## config.mk

```make
export PLATFORM = sky130hd
export DESIGN_NAME = pcie_link_status_led
export DESIGN_NICKNAME = d
export VERILOG_FILES = /design/src/rtl/pcie_link_led_pkg.sv /design/src/rtl/pcie_link_led_fsm.sv /design/src/rtl/pcie_link_status_led.sv
export SDC_FILE = /design/constraint.sdc
export NUM_CORES = 1
export LEC_CHECK = 0
export BUFFER_PORTS_ARGS = -buffer_cell sky130_fd_sc_hd__buf_2
export CAP_MARGIN = 20
export CORE_ASPECT_RATIO = 0.9
export CORE_UTILIZATION = 56
export DETAILED_ROUTE_END_ITERATION = 8
export PLACE_DENSITY = 0.78
export SLEW_MARGIN = 40
export SYNTH_ARGS = -nofsm -noshare
export SYNTH_HDL_FRONTEND = slang
export SYNTH_SLANG_ARGS = --single-unit
```

## constraint.sdc

```tcl
create_clock -name pld_clk -period 1.9 [get_ports pld_clk]
set_input_delay 0.285 -clock pld_clk [delete_from_list [all_inputs] [get_ports pld_clk]]
set_output_delay 0.285 -clock pld_clk [all_outputs]
set_load 0.02 [all_outputs]
```

## src/rtl/pcie_link_led_pkg.sv

```systemverilog
// Shared LTSSM codes, link FSM state encoding and negotiated-speed codes for the link LED block.
package pcie_link_led_pkg;

  localparam logic [4:0] LTSSM_DET_QUIET  = 5'h00;
  localparam logic [4:0] LTSSM_COMPLIANCE = 5'h03;
  localparam logic [4:0] LTSSM_RCV_LOCK   = 5'h0C;
  localparam logic [4:0] LTSSM_RCV_CFG    = 5'h0D;
  localparam logic [4:0] LTSSM_RCV_IDLE   = 5'h0E;
  localparam logic [4:0] LTSSM_L0         = 5'h0F;

  localparam logic [1:0] SPD_UNKNOWN = 2'd0;
  localparam logic [1:0] SPD_GEN1    = 2'd1;
  localparam logic [1:0] SPD_GEN2    = 2'd2;
  localparam logic [1:0] SPD_GEN3    = 2'd3;

  typedef enum logic [1:0] {
    ST_DOWN    = 2'd0,
    ST_TRAIN   = 2'd1,
    ST_L0_PEND = 2'd2,
    ST_UP      = 2'd3
  } link_st_t;

endpackage

```

## src/rtl/pcie_link_led_fsm.sv

```systemverilog
// Debounced link FSM: link_up after L0_STABLE_CYC consecutive L0 cycles, plus a
// saturating count of drops out of UP (clear has priority over an increment).
module pcie_link_led_fsm
  import pcie_link_led_pkg::*;
#(
  parameter int L0_STABLE_CYC = 1024,
  parameter int LDN_CNT_W     = 8
) (
  input  logic                 pld_clk,
  input  logic                 srst,
  input  logic [4:0]           ltssm,
  input  logic                 cnt_clr,
  output logic                 link_up,
  output logic [LDN_CNT_W-1:0] ldn_cnt
);

  localparam int DBC_W = (L0_STABLE_CYC > 2) ? $clog2(L0_STABLE_CYC) : 1;
  // The TRAIN cycle that saw L0 counts as the first stable cycle.
  localparam logic [DBC_W-1:0] DBC_LAST = DBC_W'(L0_STABLE_CYC - 2);

  link_st_t         state;
  logic [DBC_W-1:0] dbc;
  logic             is_l0;
  logic             is_rcv;
  logic             ldn_evt;

  assign is_l0   = (ltssm == LTSSM_L0);
  assign is_rcv  = (ltssm == LTSSM_RCV_LOCK) || (ltssm == LTSSM_RCV_CFG) ||
                   (ltssm == LTSSM_RCV_IDLE);
  assign ldn_evt = (state == ST_UP) && !(is_l0 || is_rcv);

  always_ff @(posedge pld_clk) begin
    if (srst) begin
      state   <= ST_DOWN;
      dbc     <= '0;
      link_up <= 1'b0;
    end else begin
      case (state)
        ST_DOWN: begin
          if (ltssm != LTSSM_DET_QUIET) state <= ST_TRAIN;
          link_up <= 1'b0;
        end
        ST_TRAIN: begin
          if (is_l0) begin
            state <= ST_L0_PEND;
            dbc   <= '0;
          end else if (ltssm == LTSSM_DET_QUIET) begin
            state <= ST_DOWN;
          end
          link_up <= 1'b0;
        end
        ST_L0_PEND: begin
          if (!is_l0) begin
            state   <= ST_TRAIN;
            link_up <= 1'b0;
          end else if (dbc == DBC_LAST) begin
            state   <= ST_UP;
            dbc     <= dbc + 1'b1;
            link_up <= 1'b1;
          end else begin
            dbc     <= dbc + 1'b1;
            link_up <= 1'b0;
          end
        end
        default: begin
          if (ldn_evt) begin
            state   <= (ltssm == LTSSM_DET_QUIET) ? ST_DOWN : ST_TRAIN;
            link_up <= 1'b0;
          end else begin
            link_up <= 1'b1;
          end
        end
      endcase
    end
  end

  always_ff @(posedge pld_clk) begin
    if (srst || cnt_clr) begin
      ldn_cnt <= '0;
    end else if (ldn_evt && (ldn_cnt != '1)) begin
      ldn_cnt <= ldn_cnt + 1'b1;
    end
  end

endmodule

```

## src/rtl/pcie_link_status_led.sv

```systemverilog
// PCIe link-status LEDs (active-low): heartbeat, compliance, L0, speed and lane bar.
// Define PCIE_LINK_LED_LTSSM_SYNC_EN to double-register the core status inputs (+2 cycles).
module pcie_link_status_led
  import pcie_link_led_pkg::*;
#(
  parameter int LANE_W        = 8,
  parameter int ALIVE_DIV_W   = 26,
  parameter int L0_STABLE_CYC = 1024,
  parameter int LDN_CNT_W     = 8
) (
  input  logic                         pld_clk,
  input  logic                         srst,
  input  logic [4:0]                   ltssm_state,
  input  logic [1:0]                   link_speed,
  input  logic [$clog2(LANE_W+1)-1:0]  lane_num,
  input  logic                         cnt_clr,
  output logic                         alive_led,
  output logic                         comp_led,
  output logic                         l0_led,
  output logic                         speed_led,
  output logic [LANE_W-1:0]            lane_led,
  output logic                         link_up,
  output logic [LDN_CNT_W-1:0]         ldn_cnt
);

  localparam int LN_W = $clog2(LANE_W + 1);

  logic [4:0]             ltssm_use;
  logic [1:0]             speed_use;
  logic [LN_W-1:0]        lane_use;
  logic [ALIVE_DIV_W-1:0] hb_cnt;
  logic [LANE_W-1:0]      lane_nxt;
  logic                   speed_nxt;

`ifdef PCIE_LINK_LED_LTSSM_SYNC_EN
  logic [4:0]      ltssm_s1, ltssm_s2;
  logic [1:0]      speed_s1, speed_s2;
  logic [LN_W-1:0] lane_s1, lane_s2;

  always_ff @(posedge pld_clk) begin
    if (srst) begin
      ltssm_s1 <= '0;
      ltssm_s2 <= '0;
      speed_s1 <= '0;
      speed_s2 <= '0;
      lane_s1  <= '0;
      lane_s2  <= '0;
    end else begin
      ltssm_s1 <= ltssm_state;
      ltssm_s2 <= ltssm_s1;
      speed_s1 <= link_speed;
      speed_s2 <= speed_s1;
      lane_s1  <= lane_num;
      lane_s2  <= lane_s1;
    end
  end

  assign ltssm_use = ltssm_s2;
  assign speed_use = speed_s2;
  assign lane_use  = lane_s2;
`else
  assign ltssm_use = ltssm_state;
  assign speed_use = link_speed;
  assign lane_use  = lane_num;
`endif

  pcie_link_led_fsm #(
    .L0_STABLE_CYC (L0_STABLE_CYC),
    .LDN_CNT_W     (LDN_CNT_W)
  ) u_fsm (
    .pld_clk (pld_clk),
    .srst    (srst),
    .ltssm   (ltssm_use),
    .cnt_clr (cnt_clr),
    .link_up (link_up),
    .ldn_cnt (ldn_cnt)
  );

  assign l0_led = ~link_up;

  // Lanes beyond the negotiated width stay dark; over-range widths light the whole bar.
  always_comb begin
    lane_nxt = '1;
    if (link_up) begin
      for (int i = 0; i < LANE_W; i++) begin
        if (i < int'(lane_use)) lane_nxt[i] = 1'b0;
      end
    end
  end

  always_comb begin
    speed_nxt = 1'b1;
    if (link_up) begin
      case (speed_use)
        SPD_GEN2: speed_nxt = 1'b0;
        SPD_GEN3: speed_nxt = hb_cnt[ALIVE_DIV_W-3];
        default:  speed_nxt = 1'b1;
      endcase
    end
  end

  always_ff @(posedge pld_clk) begin
    if (srst) begin
      hb_cnt    <= '0;
      alive_led <= 1'b1;
      comp_led  <= 1'b1;
      speed_led <= 1'b1;
      lane_led  <= '1;
    end else begin
      hb_cnt    <= hb_cnt + 1'b1;
      alive_led <= hb_cnt[ALIVE_DIV_W-1];
      comp_led  <= ~(ltssm_use == LTSSM_COMPLIANCE);
      speed_led <= speed_nxt;
      lane_led  <= lane_nxt;
    end
  end

endmodule

```

* After elaboration in Yosys (flattened, before gate mapping) *
Cells that the tools add are included.

storage, ports and cells
  register bits = 58
  input port bits = 14

operators by class
  add/subtract/negate cells = 3
  order comparisons = 8
  eq/ne operators = 17
  multiplexer cells = 24
  bitwise gates (word level) = 2
  reduce and logical (&&, ||, !) cells = 16

operators with widths
  operator                                                                      number
  26-bit by 1-bit adder with 26-bit output (second input constant)              1
  5-bit by 4-bit == test with 1-bit output (second input constant)              4
  10-bit 2-to-1 mux                                                             2
  10-bit case mux with 2 select lines                                           1
  3-bit by 4-bit less-than comparator with 1-bit output (first input constant)  4
  1-bit 2-to-1 mux                                                              12
  2-bit 2-to-1 mux                                                              6
  10-bit by 1-bit adder with 10-bit output (second input constant)              1
  10-bit == test (second input constant)                                        1
  8-bit by 1-bit adder with 8-bit output (second input constant)                1
  2-bit == test (second input constant)                                         4
  1-bit by 4-bit less-than comparator with 1-bit output (first input constant)  2
  2-bit by 4-bit less-than comparator with 1-bit output (first input constant)  2
  8-bit != test (second input constant)                                         1
  2-bit by 1-bit != test with 1-bit output (second input constant)              3
  2-bit case mux with 3 select lines                                            1
  5-bit by 2-bit == test with 1-bit output (second input constant)              1
  5-bit zero test                                                               1
  5-bit nonzero test                                                            1
  1-bit logical OR                                                              4
  1-bit case mux with 2 select lines                                            2
  4-bit AND reduction                                                           1
  4-bit nonzero test                                                            1
  2-bit OR reduction                                                            2
  other kinds (9)                                                               11

* Logic depth before layout (Yosys ltp) *
Gate-level depths: netlist (run 1).

  word-level depth = 8
  mapped depth = 7
  gate-level depth less buffers = 7

* By module *
Synthesis (run 1) repeated with hierarchy kept, for this count alone.

second synthesis, totals
  cells, all modules = 323
  area, all modules = 2,726.4 µm²

modules (own cells, without submodules)
  module                times used  cells each  area an instance (µm²)  seq. area each (µm²)
  pcie_link_status_led  1           167         1,491.4                 740.7
  pcie_link_led_fsm     1           156         1,234.9                 420.4

* Worst setup path before layout (run 1) *
Ideal clock, no wire load.

  kind = reg-to-reg
  start point = register u_fsm.state[0]
  end point = register u_fsm.dbc[9]
  library setup time = 0.121 ns
  arrival time = 1.519 ns
  required time = 1.779 ns
  setup slack = 0.261 ns
  stages on the path, launching flop included = 7
  buffers on the path = 0
  path through = dfxtp_1 inv_1 ha_1 o22ai_4 nand3_1 nor2_1 mux2_2

between the ends
  longest elaborated chain between the ends = 3

RTL lines
  element                                                                                          RTL line                 text
  start: declaration                                                                               pcie_link_led_fsm.sv:21  link_st_t state;
  start signal: assignment                                                                         pcie_link_led_fsm.sv:67  state <= (ltssm == LTSSM_DET_QUIET) ? ST_DOWN : ST_TRAIN;
  2-bit == test or 2-bit by 1-bit == test with 1-bit output (tied branches)                        pcie_link_led_fsm.sv:38  case (state)
  2-bit by 1-bit != test with 1-bit output (no source line) or 2-bit nonzero test (tied branches)  --
  3-bit AND reduction (no source line)                                                             --
  end signal: assignment                                                                           pcie_link_led_fsm.sv:58  dbc <= dbc + 1'b1;
  end signal: assignment                                                                           pcie_link_led_fsm.sv:61  dbc <= dbc + 1'b1;
  end: declaration                                                                                 pcie_link_led_fsm.sv:22  logic [DBC_W-1:0] dbc;

Parallel ways exist; a longest one is shown, timed or not.
A chain may end at the register's enable or synchronous reset.

* Worst setup path after layout (run 1) *
Ends and elaborated chain as after synthesis.

==> flow_summary.yaml, run 1 <==
status:
  status: "completed"
pwr:
  power.switching_w: 0.000732
  vdd_drop_max_mv: 0.587
  seq_power_share_pct: 44.0
  p_sw_share_pct: 25.0
  p_leak_nw: 1.16
  p_comb_share_pct: 13.6
  power.density_nw_per_um2: 965
  clock_power_share_pct: 42.4
  p_int_w: 0.00219
hold_path:
  holdCritStartpoint: "link_speed[1]"
  min_path_type: "primary input to register"
  hold_end: "speed_led"
  hold-path-cell-count: 2
place:
  dpl_cell_area_um2: 2810
  hpwlAfterDp_um: 3260
  dp.cells: 372
  port_buffers: 34
  gp_congestion: 0.783
logic_synthesis:
  yosysUniqueCellTypes: 44
  syn_inst: 282
  synth-async-reset-ratio_pct: 0
  synth_seq_area_share_pct: 45.2
  syn-num-nets: 304
  synth_flop_cell: "dfxtp_1"
  synth_edf_count: 0
  syn_area_um2: 2570
  yosysWarnings: 0
  avgSynthCellArea_um2: 9.11
  synth.ff_latch_count: 58
critical_path:
  r2r_end: "u_fsm.dbc[9]"
  endpoint_kind: "register"
  cp_max_fo: 6
  path_class: "register to register"
  arrival_ns: 1.97
  start_kind: "register"
  slowest_delay_ns: 0.39
  crit_slowest_cell: "dfxtp_1"
  cp_cell_sequence: "inv_1 -> ha_1 -> o22ai_4 -> nand3_1 -> nor2_1 -> mux2_2"
  r2r-start: "u_fsm.state[0]"
  r2r_slack_ns: 0.15
  critPathRequiredTime_ns: 2.12
  reg2reg_depth: 6
routing:
  viasPerCell: 5.28
  dr_total_vias: 2050
  drt_wl_total_um: 4670
  detail_route.wl_per_cell_um: 12.0
  dr.pass1.iters: 4
  drtAntennaViolNets: 0
  drc: 0
  drtIter0Drc: 61
timing:
  finalHoldViolations: 0
  maxSlewViolCount: 0
  setup_tns_ns: 0
  fin_crit_sh_pct: 92.2
  rsz0062_at_grt: "no"
  skew_ns: 0.0110
  worst_pin_slew_ns: 0.500
  max_freq_mhz: 571
  min_period_ns: 1.75
  relSlewSlack_pct: 65.8
  report.final.setup_viol: 0
finish:
  finish.instance_area_um2: 3030
  nets: 345
  fin_cells: 388
  postLayoutCoreUtil_pct: 71.5
  antenna_cells: 0
  syn_to_final_growth_pct: 18.0
  post_route_cells_drive_above_1_share_pct: 20.4
  fillers: 342
clock_tree:
  cts_tree: "done"
  clkTransAtPathRegs_ns: 0.06
  cts_buffer_depth: 2
  clock_sinks: 58
  clock_tree.root_cell: "clkbuf_8"
  numCtsBuffers: 9
  insertion_delay_ns: 0.33
  ctsHoldBuffers: 0
  htree_levels: 3
grt:
  overflow: 0
  antenna_found_initial: 0
  first_global_vias: 1852
  grt_usage_pct: 22.1
  grt_pass1_wl_um: 8050
  grt_max_degree: 29
job:
  max_cap_viol_count: 0
floorplanning:
  rows: 22
  core_region_area_um2: 4240
  die_h_um: 66.3
  die_area_um2: 4860
  ios: 35
  die_w_um: 73.4
  start_util_pct: 60.6
[Yosys cell counts (3+ instances only)]
library cell,count,share of area (%)
a21oi_1,7,1.4
and2_1,4,0.97
and3_1,6,1.5
and4_1,3,1.0
clkbuf_1,3,0.44
dfxtp_1,58,45
ha_1,8,3.9
inv_1,11,1.6
mux2i_1,3,1.2
nand2_1,12,1.8
nand3_1,20,3.9
nand4_1,13,3.2
nor2_1,49,7.2
nor3_1,5,0.97
o21ai_0,6,1.2
o31ai_1,3,0.88
or2_2,3,0.73
or3_1,5,1.2
xnor2_1,11,3.8
xor2_1,24,8.2
[cell type report]
class	instances	area (µm²)	area share (%)
Tap cell	60	75.1	2.48
Timing Repair Buffer	39	208	6.85
Sequential cell	58	1160	38.3
Clock inverter	5	77.6	2.56
Multi-Input combinational cell	204	1330	43.8
Clock buffer	11	141	4.66
Inverter	11	41.3	1.36
[metal layers]
| metal | share of wire (%) | GRT usage (%) |
|---|---|---|
| met4 | 1.5 | 8.65 |
| met1 | 49 | 27.0 |
| met2 | 44 | 34.4 |
| met5 | 0 | 0 |
| met3 | 6.0 | 9.15 |
[stage by stage]
stage	hold WS [ns]	setup slack (ns)	total power, W
detailed placement	0.454	0.151	0.00170
finish	0.138	0.148	0.00292
global route	0.126	0.00469	0.00306
CTS	0.127	0.131	0.00295
global placement	0.443	0.224	0.00169
floorplan	0.357	0.261	0.00162
[power groups by stage]
| stage | registers, W | logic (W) | clock network [W] |
|---|---|---|---|
| 6_report | 0.00129 | 0.000396 | 0.00124 |
| 4_1_cts | 0.00129 | 0.000389 | 0.00127 |
| 3_3_place_gp | 0.00131 | 0.000382 | 0 |
| 2_1_floorplan | 0.00131 | 0.000311 | 0 |
| 5_1_grt | 0.00129 | 0.000439 | 0.00133 |
| 3_5_place_dp | 0.00132 | 0.000388 | 0 |
[how the worst max path moves through the flow]
| stage | start | end | slack, ns |
|---|---|---|---|
| after floorplan | u_fsm.state[0] | u_fsm.dbc[9] | 0.26 |
| after global placement | u_fsm.state[0] | u_fsm.dbc[9] | 0.22 |
| after detailed placement | u_fsm.state[0] | u_fsm.dbc[8] | 0.15 |
| after CTS | u_fsm.state[0] | u_fsm.dbc[8] | 0.13 |
| after global routing | u_fsm.state[0] | u_fsm.dbc[9] | 0.005 |
| final | u_fsm.state[0] | u_fsm.dbc[9] | 0.15 |
[cell usage in the layout, fill, tap and decap left out, types with 2 or more instances in the layout]
master	instances
a21oi_1	7
and2_1	4
and3_1	6
and4_1	3
buf_2	34
buf_4	5
bufinv_16	2
clkbuf_8	10
clkinv_2	2
dfxtp_1	58
ha_1	7
inv_1	11
mux2i_1	3
nand2_1	12
nand2b_1	2
nand3_1	20
nand4_1	13
nor2_1	49
nor3_1	5
o21ai_0	6
o31ai_1	3
or2_2	3
or3_1	5
or4_1	2
xnor2_1	11
xor2_1	24
[timing repair]
action,in CTS,in global routing
buffers inserted,0,0
resized for setup,0,1
setup endpoints to repair,0,1
[flip-flops by register name, summed over array words and instances (netlist names)]
name	cells
u_fsm.state	2
alive_led	1
comp_led	1
speed_led	1
u_fsm.dbc	10
u_fsm.link_up	1
hb_cnt	26
u_fsm.ldn_cnt	8
lane_led	8
[critical path: cells and delay by family, from the launching register on]
kind	cells	cell delay (ns)
AO/OA/AOI/OAI	1	0.27
adder cells (fa/ha/maj)	1	0.28
buffers and inverters	1	0.09
flip-flops	1	0.39
multiplexers	1	0.34
AND/OR/NAND/NOR	2	0.28
[kinds of logic after synthesis]
kind of cell / share of synthesized area [%]
buffers and inverters: 3.21
muxes: 1.61
xor gates and xnor gates: 11.9
adders and majority gates: 3.90
and+or+nand+nor: 26.4
AOI/OAI and AO/OA: 7.75
DFF: 45.2
Power figures use the tool's default switching activity.
==> run 2: changes to the inputs <==
PLACE_DENSITY = default   (was 0.78)
PLACE_DENSITY_LB_ADDON = 0.2   (was default)
==> run 2 against run 1 <==
  * Setup slack improved by 0.0095 ns
  * Clock-buffer cell count unchanged
  * Critical path type unchanged
  * Sequential power is essentially flat
==> flow_summary.yaml, run 2 (synthesis gave the netlist of run 1 again) <==
status:
  status: "completed"
routing:
  viasPerCell: 5.18
  drtAntennaViolNets: 0
  detail_route.wl_per_cell_um: 11.9
  dr.pass1.iters: 4
  drt_wl_total_um: 4620
  drtIter0Drc: 74
  drc: 0
  dr_total_vias: 2010
critical_path:
  reg2reg_depth: 5
  path_depth: 5
  cp.buffers_inverters: 1
  endpoint_kind: "register"
  crit_slowest_cell: "a2111oi_0"
  cp_top_family: "compound AO/OA/AOI/OAI gates"
  path_class: "register to register"
  start_kind: "register"
  cp_max_fo: 4
  cp_cell_sequence: "inv_1 -> ha_1 -> a2111oi_0 -> a211oi_2 -> mux2i_1"
  critPathRequiredTime_ns: 2.10
  arrival_ns: 1.94
  slowest_delay_ns: 0.62
clock_tree:
  cts_buffer_depth: 2
  clkTransAtPathRegs_ns: 0.06
  htree_levels: 3
  cts_repair_resize_count: 0
  cts_tree: "done"
  post-cts-setup-buffers: 0
  clock_tree.root_cell: "clkbuf_8"
  ctsHoldBuffers: 0
  numCtsBuffers: 9
  clock_sinks: 58
  insertion_delay_ns: 0.32
timing:
  worst_pin_slew_ns: 0.644
  fin_crit_sh_pct: 91.7
  maxSlewViolCount: 0
  min_period_ns: 1.74
  finalHoldViolations: 0
  setup_tns_ns: 0
  skew_ns: 0.00848
  max_freq_mhz: 574
  report.final.setup_viol: 0
  relSlewSlack_pct: 55.9
  rsz0062_at_grt: "no"
  layout_setup_ws_ns: 0.158
  hold_ws_ns: 0.144
finish:
  fillers: 355
  regMostFlops: "hb_cnt"
  antenna_cells: 0
  layout_commonest_cell: "dfxtp_1"
  largest_reg_flops: 26
  finish.instance_area_um2: 3010
  post_route_cells_drive_above_1_share_pct: 20.1
  top_regs: "hb_cnt (26), u_fsm.dbc (10)"
  nets: 345
  mostFrequentLayoutCells: "58 x dfxtp_1, 49 x nor2_1, 34 x buf_2, 24 x xor2_1, 20 x nand3_1"
  syn_to_final_growth_pct: 17.0
place:
  dpl_worst_slack_ns: 0.173
  hpwlAfterDp_um: 3380
  gp_congestion: 0.823
  port_buffers: 34
  dpl_cell_area_um2: 2810
floorplanning:
  die_area_um2: 4860
  die_w_um: 73.4
  ios: 35
  start_util_pct: 60.6
  die_h_um: 66.3
  core_region_area_um2: 4240
  rows: 22
pwr:
  power.density_nw_per_um2: 923
  p_total_w: 0.00277
  vdd_drop_max_mv: 0.650
  p_leak_nw: 1.15
grt:
  antenna_found_initial: 0
  grt_pass1_wl_um: 8190
  overflow: 0
  grt_max_degree: 29
  first_global_vias: 1881
  grt_usage_pct: 22.4
hold_path:
  min_path_type: "primary input to register"
  hold-path-cell-count: 2
job:
  max_cap_viol_count: 0
==> run 2: cell count changes in the layout (fill, tap and decap cells not counted), sizes merged <==
cell	before	now
clkinv	2	4
bufinv	2	1
clkinvlp	1	0
==> run 2: worst paths after layout <==
check | from | endpoint | slack [ns]
max | u_fsm.state[0] | u_fsm.state[1] | 0.16
min | link_speed[1] | speed_led | 0.14
max reg2reg | u_fsm.state[0] | u_fsm.state[1] | 0.16
min reg2reg | hb_cnt[0] | hb_cnt[0] | 0.47
==> run 2: stage by stage <==
stage	utilization (%)	std cells
2_1_floorplan	-	282
3_3_place_gp	66.3	372
3_5_place_dp	66.3	372
4_1_cts	70.9	388
5_1_grt	70.9	388
6_report	70.9	388
==> run 2: worst register-to-register path: stages (launching register included) <==
cell	delay, ns
dfxtp_1	0.38
inv_1	0.09
ha_1	0.24
a2111oi_0	0.62
a211oi_2	0.14
mux2i_1	0.15
==> run 2: final cells by class <==
cell class | instances | area (µm²) | area share [%]
multi-input cells | 204 | 1330 | 44.1
well taps | 60 | 75.1 | 2.50
clock inverters | 5 | 53.8 | 1.79
repair buffers | 39 | 208 | 6.91
flip-flops and latches | 58 | 1160 | 38.6
inverters | 11 | 41.3 | 1.37
clock buffers | 11 | 141 | 4.70
==> run 2: per-layer routing <==
layer	wire length, µm	track usage (%)	vias to the layer above
met1	2150	26.9	897
met4	53	8.65	0
li1	-	-	1055
met5	0	0	-
met3	253	7.47	7
met2	2170	36.8	51
==> run 2: power by group <==
| group | total [W] | internal (W) | switching [W] |
|---|---|---|---|
| Combinational | 0.000394 | 0.000168 | 0.000226 |
| Clock | 0.00109 | 0.000636 | 0.000457 |
| Sequential | 0.00129 | 0.00125 | 0.0000351 |
==> run 3: changes to the inputs <==
REMOVE_ABC_BUFFERS = 1   (was default)
==> run 3 against run 2 <==
  * Non-clock buffer count rose by 1
  * Clock-buffer cell count unchanged
  * Global-route usage grew 0.19 points
  * Die area stayed put
  * Largest cell class unchanged
  * Clock power up 14%
  * Highest routed layer unchanged
==> flow_summary.yaml, run 3 (synthesis gave the netlist of run 1 again) <==
finish:
  syn_to_final_growth_pct: 18.3
  antenna_cells: 0
  regMostFlops: "hb_cnt"
  mostFrequentLayoutCells: "58 x dfxtp_1, 49 x nor2_1, 34 x buf_2, 24 x xor2_1, 20 x nand3_1"
  fillers: 361
  layout_commonest_cell: "dfxtp_1"
  finish.instance_area_um2: 3040
  top_regs: "hb_cnt (26), u_fsm.dbc (10)"
  post_route_cells_drive_above_1_share_pct: 20.4
  largest_reg_flops: 26
  nets: 346
floorplanning:
  rows: 22
  ios: 35
  die_area_um2: 4860
  core_region_area_um2: 4240
  start_util_pct: 60.6
  die_h_um: 66.3
  die_w_um: 73.4
pwr:
  p_total_w: 0.00294
  clock_power_share_pct: 42.1
  p_sw_share_pct: 25.1
  seq_power_share_pct: 43.9
  power.switching_w: 0.000740
  p_int_w: 0.00220
  p_leak_nw: 1.16
  power.density_nw_per_um2: 968
  vdd_drop_max_mv: 0.527
  p_comb_share_pct: 14.0
critical_path:
  endpoint_kind: "register"
  crit_slowest_cell: "dfxtp_1"
  cp_cell_sequence: "inv_1 -> ha_1 -> o22ai_4 -> nand3_4 -> or4_1 -> a21oi_1"
  path_class: "register to register"
  cp.buffers_inverters: 1
  start_kind: "register"
  r2r-start: "u_fsm.state[0]"
  critPathRequiredTime_ns: 2.16
  slowest_delay_ns: 0.40
  cp_max_fo: 5
  arrival_ns: 2.01
  cp_top_family: "simple AND/OR/NAND/NOR gates"
  startpoint: "u_fsm.state[0]"
timing:
  rsz0062_at_grt: "no"
  report.final.setup_viol: 0
  min_period_ns: 1.75
  finalHoldViolations: 0
  layout_setup_ws_ns: 0.152
  max_freq_mhz: 572
  setup_tns_ns: 0
  hold_ws_ns: 0.124
  skew_ns: 0.00921
  maxSlewViolCount: 0
  relSlewSlack_pct: 67.3
  fin_crit_sh_pct: 92.0
  worst_pin_slew_ns: 0.489
routing:
  viasPerCell: 5.21
  dr.pass1.iters: 4
  drc: 0
  drtIter0Drc: 42
  drt_wl_total_um: 4700
  detail_route.wl_per_cell_um: 12.1
  drtAntennaViolNets: 0
  dr_total_vias: 2025
grt:
  grt_usage_pct: 22.5
  grt_max_degree: 30
  first_global_vias: 1985
  antenna_found_initial: 0
  grt_pass1_wl_um: 8200
  overflow: 0
clock_tree:
  cts_repair_resize_count: 0
  clock_tree.root_cell: "clkbuf_8"
  clkTransAtPathRegs_ns: 0.06
  numCtsBuffers: 9
  cts_buffer_depth: 2
  ctsHoldBuffers: 0
  cts_tree: "done"
  insertion_delay_ns: 0.34
  htree_levels: 3
  post-cts-setup-buffers: 0
  clock_sinks: 58
place:
  hpwlAfterDp_um: 3220
  dpl_cell_area_um2: 2820
  gp_congestion: 0.799
  port_buffers: 34
  dpl_worst_slack_ns: 0.169
status:
  status: "completed"
hold_path:
  holdCritStartpoint: "link_speed[1]"
  min_path_type: "primary input to register"
job:
  max_cap_viol_count: 0
==> run 3: worst reg2reg max path: stages, from the launching register on <==
cell	delay [ns]
dfxtp_1	0.40
inv_1	0.08
ha_1	0.28
o22ai_4	0.26
nand3_4	0.11
or4_1	0.41
a21oi_1	0.15
==> run 3: layer usage <==
| metal | wire length (µm) | GRT usage [%] |
|---|---|---|
| met1 | 2240 | 24.6 |
| met2 | 2170 | 39.8 |
| met3 | 223 | 7.32 |
| met4 | 70 | 9.86 |
| met5 | 0 | 0 |
==> run 3: power by group through the flow <==
| stage | logic (W) | clock network (W) | registers, W |
|---|---|---|---|
| global placement | 0.000397 | 0 | 0.00131 |
| CTS | 0.000414 | 0.00126 | 0.00129 |
| floorplan | 0.000290 | 0 | 0.00131 |
| global route | 0.000463 | 0.00132 | 0.00129 |
| finish | 0.000413 | 0.00124 | 0.00129 |
| detailed placement | 0.000408 | 0 | 0.00132 |
==> run 3: area by class of cell <==
type	count	area, µm²	area share (%)
inverters	11	41.3	1.36
repair buffers	40	215	7.08
multi-input cells	204	1330	43.7
clock inverters	5	77.6	2.55
clock buffers	11	141	4.65
well taps	60	75.1	2.47
flip-flops and latches	58	1160	38.2
==> run 3: path summary, 6_finish.rpt <==
path	endpoint	slack, ns	depth (start not counted)
setup / recovery	u_fsm.dbc[8]	0.15	6
hold / removal	speed_led	0.12	2
setup reg to reg	u_fsm.dbc[8]	0.15	6
hold reg to reg	hb_cnt[0]	0.46	1
==> run 3: stage by stage <==
stage / utilization (%) / std cells
final: 71.7 / 389
after global routing: 71.7 / 389
after global placement: 66.5 / 373
after CTS: 71.6 / 389
after detailed placement: 66.5 / 373
after floorplan: - / 273
